## src/rtl/bcd_counter_n.sv

```systemverilog
// N-digit BCD up/down counter with validated parallel load, wrap/saturate limits
// and registered divisibility flags (fizz = /3, buzz = /5) for the FizzBuzz display.
module bcd_counter_n #(
  parameter int DIGITS   = 3,
  parameter bit SATURATE = 1'b0
) (
  input  logic                clk,
  input  logic                rst,
  input  logic                increment,
  input  logic                decrement,
  input  logic                load,
  input  logic [4*DIGITS-1:0] load_value,
  output logic [4*DIGITS-1:0] count,
  output logic                carry,
  output logic                borrow,
  output logic                at_max,
  output logic                at_zero,
  output logic                fizz,
  output logic                buzz,
  output logic                load_err
);

  localparam int W = 4 * DIGITS;

  logic [W-1:0]      count_q, count_d;
  logic [W-1:0]      inc_val, dec_val;
  logic [DIGITS:0]   inc_c, dec_b;
  logic [DIGITS-1:0] digit_ok, nxt_nine, nxt_zero;
  logic              carry_q, carry_d;
  logic              borrow_q, borrow_d;
  logic              load_err_q, load_err_d;
  logic              at_max_q, at_zero_q, fizz_q, buzz_q;
  logic [6:0]        digit_sum;

  assign inc_c[0] = 1'b1;
  assign dec_b[0] = 1'b1;

  // Ripple chains: the chain bit out of the top digit marks the range-limit case.
  for (genvar gi = 0; gi < DIGITS; gi++) begin : g_digit
    logic [3:0] cur;
    logic [3:0] nxt;
    assign cur = count_q[4*gi +: 4];
    assign nxt = count_d[4*gi +: 4];

    assign inc_val[4*gi +: 4] = !inc_c[gi] ? cur : ((cur == 4'd9) ? 4'd0 : cur + 4'd1);
    assign inc_c[gi+1]        = inc_c[gi] && (cur == 4'd9);
    assign dec_val[4*gi +: 4] = !dec_b[gi] ? cur : ((cur == 4'd0) ? 4'd9 : cur - 4'd1);
    assign dec_b[gi+1]        = dec_b[gi] && (cur == 4'd0);

    assign digit_ok[gi] = (load_value[4*gi +: 4] <= 4'd9);
    assign nxt_nine[gi] = (nxt == 4'd9);
    assign nxt_zero[gi] = (nxt == 4'd0);
  end

  always_comb begin
    count_d    = count_q;
    carry_d    = 1'b0;
    borrow_d   = 1'b0;
    load_err_d = 1'b0;
    if (load) begin
      if (&digit_ok) count_d = load_value;
      else           load_err_d = 1'b1;
    end else if (increment && !decrement) begin
      if (!inc_c[DIGITS]) begin
        count_d = inc_val;
      end else if (!SATURATE) begin
        count_d = inc_val;
        carry_d = 1'b1;
      end
    end else if (decrement && !increment) begin
      if (!dec_b[DIGITS]) begin
        count_d = dec_val;
      end else if (!SATURATE) begin
        count_d  = dec_val;
        borrow_d = 1'b1;
      end
    end
  end

  // Digit-sum test for /3: 10 = 1 (mod 3), so the sum of digits keeps the residue.
  always_comb begin
    digit_sum = 7'd0;
    for (int k = 0; k < DIGITS; k++) begin
      digit_sum = digit_sum + 7'(count_d[4*k +: 4]);
    end
  end

  always_ff @(posedge clk) begin
    if (rst) begin
      count_q    <= '0;
      carry_q    <= 1'b0;
      borrow_q   <= 1'b0;
      load_err_q <= 1'b0;
      at_max_q   <= 1'b0;
      at_zero_q  <= 1'b1;
      fizz_q     <= 1'b1;
      buzz_q     <= 1'b1;
    end else begin
      count_q    <= count_d;
      carry_q    <= carry_d;
      borrow_q   <= borrow_d;
      load_err_q <= load_err_d;
      at_max_q   <= &nxt_nine;
      at_zero_q  <= &nxt_zero;
      fizz_q     <= ((digit_sum % 7'd3) == 7'd0);
      buzz_q     <= (count_d[3:0] == 4'd0) || (count_d[3:0] == 4'd5);
    end
  end

  assign count    = count_q;
  assign carry    = carry_q;
  assign borrow   = borrow_q;
  assign load_err = load_err_q;
  assign at_max   = at_max_q;
  assign at_zero  = at_zero_q;
  assign fizz     = fizz_q;
  assign buzz     = buzz_q;

endmodule

```

## config.mk

```make
export PLATFORM = sky130hd
export DESIGN_NAME = bcd_counter_n
export DESIGN_NICKNAME = d
export VERILOG_FILES = /design/src/rtl/bcd_counter_n.sv
export SDC_FILE = /design/constraint.sdc
export NUM_CORES = 1
export LEC_CHECK = 0
export CAP_MARGIN = 15
export CELL_PAD_IN_SITES_DETAIL_PLACEMENT = 1
export CELL_PAD_IN_SITES_GLOBAL_PLACEMENT = 1
export CORE_UTILIZATION = 45
export CTS_BUF_LIST = sky130_fd_sc_hd__clkbuf_4 sky130_fd_sc_hd__clkbuf_8
export CTS_CLUSTER_DIAMETER = 60
export DETAILED_ROUTE_END_ITERATION = 16
export PLACE_DENSITY_LB_ADDON = 0.1
export SETUP_SLACK_MARGIN = 0.4
export SYNTH_ARGS = -nofsm -noshare
export SYNTH_HDL_FRONTEND = slang
export SYNTH_SLANG_ARGS = --single-unit
```

## constraint.sdc

```tcl
create_clock -name clk -period 15.02 [get_ports clk]
set_input_delay 3.004 -clock clk [delete_from_list [all_inputs] [get_ports clk]]
set_output_delay 3.004 -clock clk [all_outputs]
set_load 0.01 [all_outputs]
```

==> summary.md <==
| Metric | Value |
|---|---|
| Final Max Tran Viols | 0 |
| IO Count | 36 |
| Hold Crit Class | reg -> reg |
| Initial DRC count | 216 |
| Antenna Violating Nets Remaining | 0 |
| Outcome | complete, no violations |
| Leading area contributor after synthesis | dfxtp_1 |
| Die height | 73.6 microns |
| Main synth FF type | dfxtp_1 |
| CORE AREA | 4820 sq um |
| Asr flop ratio synth | 0% |
| Worst-path fanout max | 14 |
| Post-layout min period | 8.46 ns |
| Root buffer cell | clkbuf_8 |
| Total grt overflow | 0 |
| Post-synth cell types | 73 |
| FP Rows | 25 |
| Final period util | 56.3% |
| First-pass GRT wire length | 11.1 mm |
| Cts hold-fix bufs | 0 |
| Synth warnings | 0 |
| GPL Wtd Cong | 0.843 |
| Post-CTS setup buffer count | 0 |
| Share of layout cells above drive strength 1 | 8.31% |
| Max Freq | 118 MHz |
| CTS H-tree lvls | 1 |
| Average size of a mapped cell | 7.83 sq um |
| Vias/cell | 6.26 |
| Area Overhead vs Synth | 15.5% |
| EDFF count, synth | 0 |
| Final setup violation count | 0 |
| Via Count | 2379 |
| Drt total wl | 6.83 mm |
| Post-synthesis cell area | 2310 sq um |
| # port buffers | 35 |
| Routed wire per std cell | 18.0 microns |
| Antenna violations before repair | 0 |
| TritonCTS clock tree | built |
| Num CTS Buffers | 3 |
| Synth top area cells | dfxtp_1 (16%), nor2_1 (5.0%), mux2i_1 (4.8%) |
| Initial Util | 47.9% |
| DP HPWL | 5.30 mm |
| Sequential Area | 380 sq um |
| RSZ-0062 raised after global routing | no |
| Vias in the first global route | 2233 |
| Slew @ Worst Pin | 0.991 ns |
| Worst-Skew Late Latency | 0.27 ns |
| Post-synthesis sequential area ratio | 16.5% |
| First drt pass iteration count | 4 |
| Final hold violation count | 0 |
| Non-Filler Instances | 380 |
| Max_slew headroom | 33.1% |
| Startpoint types | primary input |
| Largest net degree at the start of global routing | 26 |
| PD cells | 116 nW/um^2 |
| Share of the synthesized area in the top cell type | 16.5% |
| Total of max-cap violations | 0 |
| Filler cell count | 622 |
| Multi-input logic area | 1730 sq um |
| Post-route cell area | 2670 sq um |
| VDD IR max | 0.0000929 V |
| Critical path required time | 15.17 ns |
| Total track usage | 26.7% |
| DIE AREA | 5420 sq um |
| Critical path capture point type | flop |
| Clk pin slew, worst setup/hold paths | 0.08 ns |
| Nets | 344 |
| #FFs+latches synth | 19 |
| Clk buf depth | 2 |
| Synthesized instance count | 295 |
| Crit Path Category | in -> reg |
| Cell area after placement | 2620 sq um |
| Post-Syn Nets | 325 |
| TNS Setup | 0 ns |
| PostCTS Resize Cnt | 0 |
| Chip Width | 73.6 microns |
| Leakage | 1.05 nW |
| Clock sink total | 19 |
| Clock Skews | 0.00675 ns |
| DRC viols | 0 |
| Diode count | 0 |
| CP arrival | 8.61 ns |
| Placed cell count | 376 |
[cells by family after synthesis]
| group | after synthesis | synth area share [%] |
|---|---|---|
| adders and majority gates | 13 | 8.67 |
| DFF | 19 | 16.5 |
| xor gates and xnor gates | 8 | 3.03 |
| AOI/OAI and AO/OA | 73 | 23.5 |
| buffers and inverters | 41 | 8.56 |
| muxes | 17 | 8.02 |
| and+or+nand+nor | 124 | 31.8 |
[per-layer routing]
metal	global-route usage [%]	routed length (microns)
met3	2.19	265
met4	9.83	163
met2	47.4	3510
met1	33.4	2890
met5	0	0
[path summary, 6_finish.rpt]
kind	startpoint	endpoint	slack, ns	cells after the start
hold / removal	count[11]$_SDFF_PP0_	borrow$_SDFF_PP0_	0.62	1
setup reg to reg	count[4]$_SDFF_PP0_	fizz$_SDFF_PP1_	9.04	20
hold reg to reg	count[11]$_SDFF_PP0_	borrow$_SDFF_PP0_	0.62	1
setup / recovery	decrement	fizz$_SDFF_PP1_	6.56	19
[worst max-delay path, stage by stage]
cell and delay, ns:
clkdlybuf4s50_1 0.56, or3b_4 0.42, nor4_1 0.37, mux2i_1 0.25, o221ai_1 0.17, a21oi_4 0.22, inv_1 0.09, fa_1 0.48
ha_1 0.27, fa_1 0.62, xor2_1 0.51, a221o_1 0.26, nor2_1 0.05, a31oi_1 0.16, ha_1 0.21, o311ai_0 0.33
and3b_1 0.30, a211oi_1 0.24, a2bb2oi_1 0.09
[sequential cells by signal (all words and copies together) (netlist names)]
signal    count
at_zero       1
buzz          1
borrow        1
fizz          1
load_err      1
at_max        1
count        12
carry         1
[cells in the final DEF (no fill, tap or decap), types with 6 or more instances in the layout]
cell type / count
nor3_1: 11
clkdlybuf4s50_1: 35
inv_1: 20
dfxtp_1: 19
o21ai_0: 8
ha_1: 8
nor2_1: 31
nor2b_1: 6
nand2_1: 13
nand2b_1: 6
a21oi_1: 17
mux2i_1: 11
nand3_1: 15
[synth_stat cells, drive strengths merged, types with 3 or more instances]
cell / number
nand4: 4
mux2i: 11
a31oi: 5
a21oi: 18
nor3b: 5
or3: 4
nand2: 13
ha: 8
nor3: 12
nand3: 15
inv: 20
and3b: 3
o21ai: 11
o31ai: 3
mux2: 6
xor2: 4
nor2: 32
nor2b: 6
clkbuf: 7
a221o: 4
buf: 14
nand2b: 6
fa: 5
nor4: 4
nand4b: 3
xnor2: 4
a21boi: 3
dfxtp: 19
and3: 4
a311oi: 4
and2: 3
[layout make-up]
| type | count | area share (%) |
|---|---|---|
| multi-input cells | 235 | 64.9 |
| flip-flops and latches | 19 | 14.3 |
| repair buffers | 35 | 13.1 |
| well taps | 67 | 3.14 |
| inverters | 20 | 2.82 |
| clock buffers | 3 | 1.55 |
| clock inverters | 1 | 0.188 |
[metrics by stage]
step	hold WS (ns)	util (%)	total power [mW]	setup WS [ns]
after CTS	0.602	55.4	0.310	6.59
after detailed placement	0.604	54.4	0.272	6.31
after floorplan	0.571	-	0.221	7.50
after global routing	0.619	55.4	0.336	6.20
final	0.617	55.4	0.310	6.56
after global placement	0.610	54.4	0.266	6.44
[power by group]
group / internal, mW / switching [mW]
Combinational: 0.0899 / 0.120
Sequential: 0.0556 / 0.00748
Clock: 0.0185 / 0.0191
Total: 0.164 / 0.146
Note: power is estimated with default switching activity, not from simulation.
